File: src/rtl/fetch_unit.sv
// Instruction-fetch stage: owns the PC, drives the instruction ROM and
// fills the IF/ID register, with stall, flush, delayed branches and faults.
module fetch_unit #(
   parameter logic [31:0] RESET_PC   = 32'h0000_0000,
   parameter logic [31:0] EXC_VECTOR = 32'h0000_0100
) (
   input  logic        clk,
   input  logic        rst_n,
   input  logic        stall,
   input  logic        flush,
   input  logic [31:0] flush_pc,
   input  logic        branch_en,
   input  logic [31:0] branch_target,
   input  logic [31:0] rom_instr,
   output logic        rom_ce,
   output logic [31:0] rom_addr,
   output logic [31:0] id_pc,
   output logic [31:0] id_instr,
   output logic        id_valid,
   output logic        fetch_exc,
   output logic [31:0] exc_epc
);

   localparam logic S_IDLE = 1'b0;
   localparam logic S_RUN  = 1'b1;

   logic        state_q, state_d;
   logic [31:0] pc_q, pc_d;
   logic [31:0] id_pc_q, id_pc_d;
   logic [31:0] id_instr_q, id_instr_d;
   logic        id_valid_q, id_valid_d;
   logic        fetch_exc_q, fetch_exc_d;
   logic [31:0] exc_epc_q, exc_epc_d;

   always_comb begin
      state_d     = state_q;
      pc_d        = pc_q;
      id_pc_d     = id_pc_q;
      id_instr_d  = id_instr_q;
      id_valid_d  = id_valid_q;
      fetch_exc_d = 1'b0;
      exc_epc_d   = exc_epc_q;

      if (state_q == S_IDLE) begin
         state_d    = S_RUN;
         pc_d       = RESET_PC;
         id_pc_d    = 32'h0;
         id_instr_d = 32'h0;
         id_valid_d = 1'b0;
      end else begin
         // Stall masks branch_en; ID keeps presenting it until released.
         if (flush) begin
            pc_d = flush_pc;
         end else if (stall) begin
            pc_d = pc_q;
         end else if (branch_en && (branch_target[1:0] != 2'b00)) begin
            pc_d        = EXC_VECTOR;
            fetch_exc_d = 1'b1;
            exc_epc_d   = branch_target;
         end else if (branch_en) begin
            pc_d = branch_target;
         end else begin
            pc_d = pc_q + 32'd4;
         end

         // The delay-slot word is captured even when a branch is taken.
         if (flush) begin
            id_pc_d    = 32'h0;
            id_instr_d = 32'h0;
            id_valid_d = 1'b0;
         end else if (!stall) begin
            id_pc_d    = pc_q;
            id_instr_d = rom_instr;
            id_valid_d = 1'b1;
         end
      end
   end

   always_ff @(posedge clk or negedge rst_n) begin
      if (!rst_n) begin
         state_q     <= S_IDLE;
         pc_q        <= RESET_PC;
         id_pc_q     <= 32'h0;
         id_instr_q  <= 32'h0;
         id_valid_q  <= 1'b0;
         fetch_exc_q <= 1'b0;
         exc_epc_q   <= 32'h0;
      end else begin
         state_q     <= state_d;
         pc_q        <= pc_d;
         id_pc_q     <= id_pc_d;
         id_instr_q  <= id_instr_d;
         id_valid_q  <= id_valid_d;
         fetch_exc_q <= fetch_exc_d;
         exc_epc_q   <= exc_epc_d;
      end
   end

   assign rom_ce    = (state_q == S_RUN);
   assign rom_addr  = pc_q;
   assign id_pc     = id_pc_q;
   assign id_instr  = id_instr_q;
   assign id_valid  = id_valid_q;
   assign fetch_exc = fetch_exc_q;
   assign exc_epc   = exc_epc_q;

endmodule

File: config.mk
export PLATFORM = sky130hd
export DESIGN_NAME = fetch_unit
export DESIGN_NICKNAME = d
export VERILOG_FILES = /design/src/rtl/fetch_unit.sv
export SDC_FILE = /design/constraint.sdc
export NUM_CORES = 1
export LEC_CHECK = 0
export ABC_AREA = 1
export BUFFER_PORTS_ARGS = -buffer_cell sky130_fd_sc_hd__buf_2
export CAP_MARGIN = 25
export CORE_AREA = 2 2 121 123
export CTS_BUF_LIST = sky130_fd_sc_hd__clkbuf_16
export DETAILED_ROUTE_END_ITERATION = 8
export DIE_AREA = 0 0 123 125
export PLACE_DENSITY = 0.73
export SETUP_SLACK_MARGIN = 0.5
export SYNTH_ARGS = -nofsm -noshare
export SYNTH_HDL_FRONTEND = slang
export SYNTH_SLANG_ARGS = --single-unit
File: constraint.sdc
create_clock -name clk -period 1.48 [get_ports clk]
set_input_delay 0.074 -clock clk [delete_from_list [all_inputs] [get_ports clk]]
set_output_delay 0.074 -clock clk [all_outputs]
set_load 0.02 [all_outputs]
==> summary.txt, run 1 <==
status = did not finish
stage reached = global routing (5_1_grt)
tool error = [ERROR GRT-0232] Routing congestion too high. Check the congestion heatmap in the GUI.
Netlist cell types = 27
Synth Instances = 785
most common cell in the netlist = nand2_1
H-tree depth = 4
Crit. endpoint post-GRT repair = rom_addr[27]$_DFFE_PN0P_/D
post-synth top area share = 52.4%
syn_area_per_cell = 7.97 µm²
Commonest cells post-synth = nand2_1 (290), dfrtp_1 (131), inv_1 (69), o21ai_0 (60), nor2_1 (39)
Num Clock Sinks = 131
Starting Density = 44.0%
Ports = 232
post-place setup slack = -144 ps
top post-synthesis cells by area = dfrtp_1 (52%), nand2_1 (17%), o21ai_0 (4.8%)
Post-synth top flop = dfrtp_1
Ys Warns = 0
largest net degree at the start of global routing = 41
Placement Cell Area = 8160 µm²
die width = 123 µm
Yosys top cell by area = dfrtp_1
routability cong. = 0.873
GRT Total Usage = 62.8%
gr ovfl total = 2
Async S/R FF share, synth = 100%
total CTS buffers = 17
final HPWL from detailed placement = 14,800 µm
IO Port Bufs = 231
Die Y = 125 µm
Synth Cell Area = 6260 µm²
Seq/Total Area, Yosys = 52.4%
#FFs+latches synth = 131
Worst EP kind = register data pin
syn nets = 887
Max clock buf depth = 2
dpl cells = 1,221
CTS Root Cell = clkbuf_16
row count = 44
EDFF count, synth = 0
routing by layer:
layer,track usage [%],overflow
met2,81.8,1
met4,59.2,1
met1,64.0,0
met3,44.5,0
met5,8.55,0
logic make-up after synthesis:
family / count (synthesis) / synth area share, %
AND/OR/NAND/NOR: 378 / 24.3
AO/OA/AOI/OAI: 156 / 14.8
flip-flops: 131 / 52.4
buffers and inverters: 111 / 7.24
XOR/XNOR: 6 / 0.840
adder cells (fa/ha/maj): 1 / 0.200
other: 1 / 0.0599
multiplexers: 1 / 0.160
metrics by stage:
stage | hold WS, ps | util, %
4_1_cts | 0.186 | 82.8
3_5_place_dp | 13.8 | 57.4
3_3_place_gp | 13.9 | 57.4
2_1_floorplan | -222 | -
timing repair:
item | 4_1_cts
hold buffers | 93
pin swaps | 37
setup buffers | 60
hold endpoints to repair | 222
cloned | 19
resized for setup | 370
endpoints found under the setup margin | 258
==> run 2: changes to the inputs <==
CORE_AREA = 2 2 129 131   (was 2 2 121 123)
CTS_BUF_LIST = default   (was sky130_fd_sc_hd__clkbuf_16)
DIE_AREA = 0 0 131 133   (was 0 0 123 125)
PLACE_DENSITY = default   (was 0.73)
PLACE_DENSITY_LB_ADDON = 0.15   (was default)
SETUP_SLACK_MARGIN = default   (was 0.5)
clock period = 1.92 ns   (was 1.48 ns; I/O delays follow)
==> summary.txt, run 2 <==
Seq/Total Area, Yosys = 52.4% (unchanged)
largest net degree at the start of global routing = 55
final-report setup violation count = 0
final period utilization = 92.0%
Area Growth Syn to Fin = 48.1%
first-pass GRT wire length = 34,000 µm
EDFF count, synth = 0 (unchanged)
Ys Warns = 0 (unchanged)
Avg WL per Cell = 16.6 µm
Synth Instances = 785 (unchanged)
Setup Skew = 9.57 ps
Max clock buf depth = 2 (unchanged)
Starting Density = 38.7% (was 44.0%)
Netlist cell types = 27 (unchanged)
H-tree depth = 4 (unchanged)
row count = 47 (was 44)
simple-gate portion of the synthesized area = 24.3% (unchanged)
IO Port Bufs = 231 (unchanged)
max-cap viol count = 0
clk slew on worst S/H paths = 60 ps
Commonest cells post-synth = nand2_1 (290), dfrtp_1 (131), inv_1 (69), o21ai_0 (60), nor2_1 (39) (unchanged)
die area = 17,400 µm²
#FFs+latches synth = 131 (unchanged)
maximum fanout along the worst path = 5
Final ANT Viol Nets = 0
initial antenna violation count = 1
Synth Cell Area = 6260 µm² (unchanged)
CTS tree = yes
kind of critical path = flip-flop to flip-flop
syn_area_per_cell = 7.97 µm² (unchanged)
status = completed (was did not finish)
Design Power = 8100 µW
Async S/R FF share, synth = 100% (unchanged)
post-synth top area share = 52.4% (unchanged)
Sum Neg Setup Slack = 0 ps
top post-synthesis cells by area = dfrtp_1 (52%), nand2_1 (17%), o21ai_0 (4.8%) (unchanged)
Period minus WS final = 1770 ps
share of cells above drive strength 1 = 28.0%
Max-slew headroom = 65.1%
CP endpoint kind = flip-flop
worst vdd ir = 0.595 mV
routability cong. = 0.891 (was 0.873)
Tightest Pin Transition = 524 ps
commonest non-fill, non-tap cell in the layout = nand2_1
most common cell in the netlist = nand2_1 (unchanged)
max frequency = 0.566 GHz
DR vias = 6,428
initial DRC count = 378
Final #Nets = 1,205
Worst-Skew Late Latency = 420 ps
Synth Area in Adders = 0.200% (unchanged)
Yosys top cell by area = dfrtp_1 (unchanged)
Setup crit start kind = flip-flop
Via-to-Cell Ratio = 4.81
most frequent cells in the layout = nand2_1 (288), buf_2 (230), dfrtp_1 (131)
leak pwr = 0.00493 µW
Detailed Routing Iterations Pass 1 = 5
syn nets = 887 (unchanged)
Pins Over Slew Limit = 0
core area = 16,200 µm²
die width = 131 µm (was 123 µm)
final HPWL from detailed placement = 15,400 µm (was 14,800 µm)
Ports = 232 (unchanged)
Power Density = 875 nW/µm²
CTS Root Cell = clkbuf_16 (unchanged)
total CTS buffers = 17 (unchanged)
mux cell area share after synthesis = 0.160% (unchanged)
xor and xnor area share after synthesis = 0.840% (unchanged)
largest family of logic cells by synthesized area = simple AND/OR/NAND/NOR gates (unchanged)
Die Y = 133 µm (was 125 µm)
compound-gate portion of the synthesized area = 14.8% (unchanged)
worst endpoint data arrival time = 2080 ps
GRT Total Usage = 25.5%
Num Clock Sinks = 131 (unchanged)
vias in the first global route = 6,427
aggregate routed wire length = 22,100 µm
gr ovfl total = 0
WP data required = 2230 ps
DRC Markers = 0
Post-synth top flop = dfrtp_1 (unchanged)
hold crit path type = input port to flip-flop
final hold violations = 0
-- run 2: cell counts after synthesis --
No cell type changed its count.
-- run 2: stage by stage --
| stage | hold slack [ps] | cell area (µm²) | cells | utilization [%] | setup WS [ps] |
|---|---|---|---|---|---|
| after floorplan | -200 | 6260 | 785 | - | 197 |
| after global placement | 89.3 | 7730 | 1218 | 47.8 | 155 |
| after detailed placement | 87.5 | 7730 | 1218 | 47.8 | 68.4 |
| after CTS | 0.859 | 9210 | 1333 | 56.9 | 53.3 |
| after global routing | 27.1 | 9260 | 1336 | 57.3 | -14.6 |
| final | 9.53 | 9260 | 1336 | 57.3 | 154 |
-- run 2: path summary, 6_finish.rpt --
check                                  start            to  slack, ps  cells after the start
min in group asynchronous              rst_n  id_instr[15]        190                      2
hold / removal             branch_target[20]   exc_epc[20]         10                      3
setup reg to reg                 rom_addr[2]  rom_addr[21]        150                     11
setup / recovery                 rom_addr[2]  rom_addr[21]        150                     11
max in group asynchronous              rst_n  rom_addr[18]       1040                      3
hold reg to reg                   exc_epc[3]    exc_epc[3]        470                      2
-- run 2: cell families (layout without fill, tap and decap cells) --
logic type / after synthesis / in the layout
multiplexers: 1 / 1
flip-flops: 131 / 131
AND/OR/NAND/NOR: 378 / 378
buffers and inverters: 111 / 441
AO/OA/AOI/OAI: 156 / 156
adder cells (fa/ha/maj): 1 / 1
other: 1 / 2
XOR/XNOR: 6 / 6
-- run 2: layout make-up --
cell class                 instances  area, µm²
antenna                            1       2.50
clock buffer                      19        453
clock inverter                    12        178
fill                            1462       6910
inverter                          74        280
multi-input combinational        543       2570
sequential                       131       3280
tap                              220        275
timing repair buffer             336       2220
-- run 2: per-layer routing --
metal	GRT usage, %	part of all wire (%)	up-vias	wire, µm
met3	5.05	5.3	40	1170
met5	0	0	-	0
met1	32.4	44	3008	9730
met4	10.3	2.5	0	542
met2	42.4	48	221	10700
li1	-	-	3159	-
-- run 2: timing repair --
action / CTS / global route
gates resized for setup: 0 / 11
hold buffers: 84 / 0
setup buffers: 0 / 2
endpoints found under the hold margin: 133 / 0
endpoints found under the setup margin: 0 / 12
-- run 2: where the power goes --
group | switching (µW) | leakage, µW | internal, µW
sequential | 162 | 0.00175 | 2990
clock | 1250 | 0.000310 | 2240
combinational | 914 | 0.00287 | 553
-- run 2: worst max-delay path: stages (launching register included) --
cell     delay (ps)
dfrtp_1         400
inv_1           110
nor2_2          230
nand2_1         200
nor2_2          300
nand2_1          80
nand2_1          70
nand3_1          60
nand2_1          70
nand2_1          50
nand2_1          50
nand2_1          50
(Power assumes the default switching activity.)
==> run 3: changes to the inputs <==
CORE_AREA = 2 2 143 117   (was 2 2 129 131)
DIE_AREA = 0 0 145 119   (was 0 0 131 133)
==> summary.txt, run 3 (synthesis results as in run 2) <==
leak pwr = 0.00486 µW (was 0.00493 µW)
kind of critical path = flip-flop to flip-flop (unchanged)
maximum fanout along the worst path = 7 (was 5)
Setup WS post-layout = 178 ps (was 154 ps)
first-pass GRT wire length = 35,200 µm (was 34,000 µm)
worst vdd ir = 0.505 mV (was 0.595 mV)
final period utilization = 90.7% (was 92.0%)
worst endpoint data arrival time = 2060 ps (was 2080 ps)
total CTS buffers = 17 (unchanged)
GRT Total Usage = 25.9% (was 25.5%)
core area = 16,000 µm² (was 16,200 µm²)
DRC Markers = 0 (unchanged)
aggregate routed wire length = 21,800 µm (was 22,100 µm)
initial antenna violation count = 0 (was 1)
CP endpoint kind = flip-flop (unchanged)
max-cap viol count = 0 (unchanged)
row count = 42 (was 47)
final HPWL from detailed placement = 15,200 µm (was 15,400 µm)
die width = 145 µm (was 131 µm)
number of setup buffers added after CTS = 0 (unchanged)
Ports = 232 (unchanged)
internal power component = 5390 µW (was 5780 µW)
Period minus WS final = 1740 ps (was 1770 ps)
Max clock buf depth = 2 (unchanged)
DR vias = 6,473 (was 6,428)
CP max stage delay = 400 ps (about the same)
Clk network pwr share = 41.4% (was 43.1%)
hold crit path type = input port to flip-flop (unchanged)
Tightest Pin Transition = 605 ps (was 524 ps)
Power Density = 852 nW/µm² (was 875 nW/µm²)
Max-slew headroom = 59.7% (was 65.1%)
status = completed (unchanged)
initial DRC count = 374 (was 378)
final-report setup violation count = 0 (unchanged)
Logic pwr share = 18.4% (was 18.1%)
Via-to-Cell Ratio = 4.84 (was 4.81)
unrepaired setup endpoints after global routing = yes
Worst-Skew Late Latency = 420 ps (about the same)
routability cong. = 0.862 (was 0.891)
IO Port Bufs = 231 (unchanged)
vias in the first global route = 6,503 (was 6,427)
largest net degree at the start of global routing = 59 (was 55)
most frequent cells in the layout = nand2_1 (289), buf_2 (230), dfrtp_1 (131) (was nand2_1 (288), buf_2 (230), dfrtp_1 (131))
Final #Nets = 1,206 (was 1,205)
Starting Density = 39.0% (was 38.7%)
Final Cell Area = 9210 µm² (was 9260 µm²)
max frequency = 0.574 GHz (was 0.566 GHz)
clk slew on worst S/H paths = 60 ps (about the same)
Num Clock Sinks = 131 (unchanged)
Final ANT Viol Nets = 0 (unchanged)
Area Growth Syn to Fin = 47.2% (was 48.1%)
Placement Cell Area = 7690 µm² (was 7730 µm²)
post-place setup slack = 173 ps (was 68.4 ps)
most used cell, CP = nand2_1 (unchanged)
CTS Root Cell = clkbuf_16 (unchanged)
number of antenna repair diodes = 0 (was 1)
final hold violations = 0 (unchanged)
Pins Over Slew Limit = 0 (unchanged)
WP data required = 2230 ps (about the same)
Setup Skew = 8.34 ps (was 9.57 ps)
filler cell count = 1,446 (was 1,462)
Crit path buffers/inverters = 1 (unchanged)
share of cells above drive strength 1 = 27.3% (was 28.0%)
worst-path cell chain = inv_1, nor2_2, nand2_1, nor2_2, nand2_1, nand2_1, nand3_1, nand2_1, nand2_1, nand2_1, nand2_1 (unchanged)
Design Power = 7840 µW (was 8100 µW)
Flop pwr share = 40.1% (was 38.8%)
H-tree depth = 4 (unchanged)
critical path's slowest cell = dfrtp_1 (unchanged)
CTS tree = yes (unchanged)
Avg WL per Cell = 16.3 µm (was 16.6 µm)
switch share = 31.4% (was 28.7%)
Die Y = 119 µm (was 133 µm)
Detailed Routing Iterations Pass 1 = 5 (unchanged)
Setup crit start kind = flip-flop (unchanged)
die area = 17,300 µm² (was 17,400 µm²)
Net Switching = 2460 µW (was 2320 µW)
commonest non-fill, non-tap cell in the layout = nand2_1 (unchanged)
Crit path max-delay family = simple AND/OR/NAND/NOR gates (unchanged)
gr ovfl total = 0 (unchanged)
run 3: changes by cell type in the layout (fill, tap and decap cells not counted), sizes merged:
cell,previous run,this run
dlygate4sd3,84,90
diode,1,0
clkbuf,19,17
inv,77,82
bufinv,4,1
clkinv,4,5
buf,252,247
run 3: metal layers:
layer,routed length (µm),global-route usage [%]
met1,10100,36.8
met2,9970,40.6
met3,1520,6.05
met4,226,5.38
met5,0,0
run 3: power by group through the flow:
stage / clock, µW / combinational, µW / sequential, µW
finish: 3250 / 1450 / 3150
global route: 3430 / 1580 / 3180
CTS: 3320 / 1450 / 3150
detailed placement: 0 / 1300 / 3190
global placement: 0 / 1290 / 3190
floorplan: 0 / 433 / 3460
run 3: layout make-up:
type	count	area (µm²)	share of cell area, %
Tap cell	220	275	2.99
Clock inverter	15	166	1.81
Inverter	74	280	3.04
Clock buffer	17	425	4.62
Multi-Input combinational cell	543	2560	27.8
Sequential cell	131	3280	35.6
Timing Repair Buffer	337	2220	24.1
run 3: path summary, 6_finish.rpt:
kind	startpoint	end	slack (ps)	depth (start not counted)
min in group asynchronous	rst_n	exc_epc[6]	150	2
min reg2reg	exc_epc[30]	exc_epc[30]	480	2
min	flush_pc[7]	rom_addr[7]	6	5
max	rom_addr[2]	rom_addr[19]	180	11
max reg2reg	rom_addr[2]	rom_addr[19]	180	11
max in group asynchronous	rst_n	id_instr[29]	1150	3
run 3: stage by stage:
step           std cells  setup TNS (ps)  hold WS (ps)  util, %
2_1_floorplan        785               0          -200        -
3_3_place_gp        1215               0          36.6     48.0
3_5_place_dp        1215               0          34.6     48.0
4_1_cts             1337               0         0.467     57.3
5_1_grt             1337           -8.51          33.9     57.4
6_report            1337               0          5.91     57.4
run 3: timing repair:
item,in CTS,in global routing
endpoints found under the setup margin,0,9
hold buffers,90,0
endpoints found under the hold margin,220,0
resized for setup,0,8
run 3: worst min-delay path, cell delays in order:
cell and delay, ps:
buf_2 80, nand2_1 50, nand2_1 60, nand2_1 40
o21ai_0 60
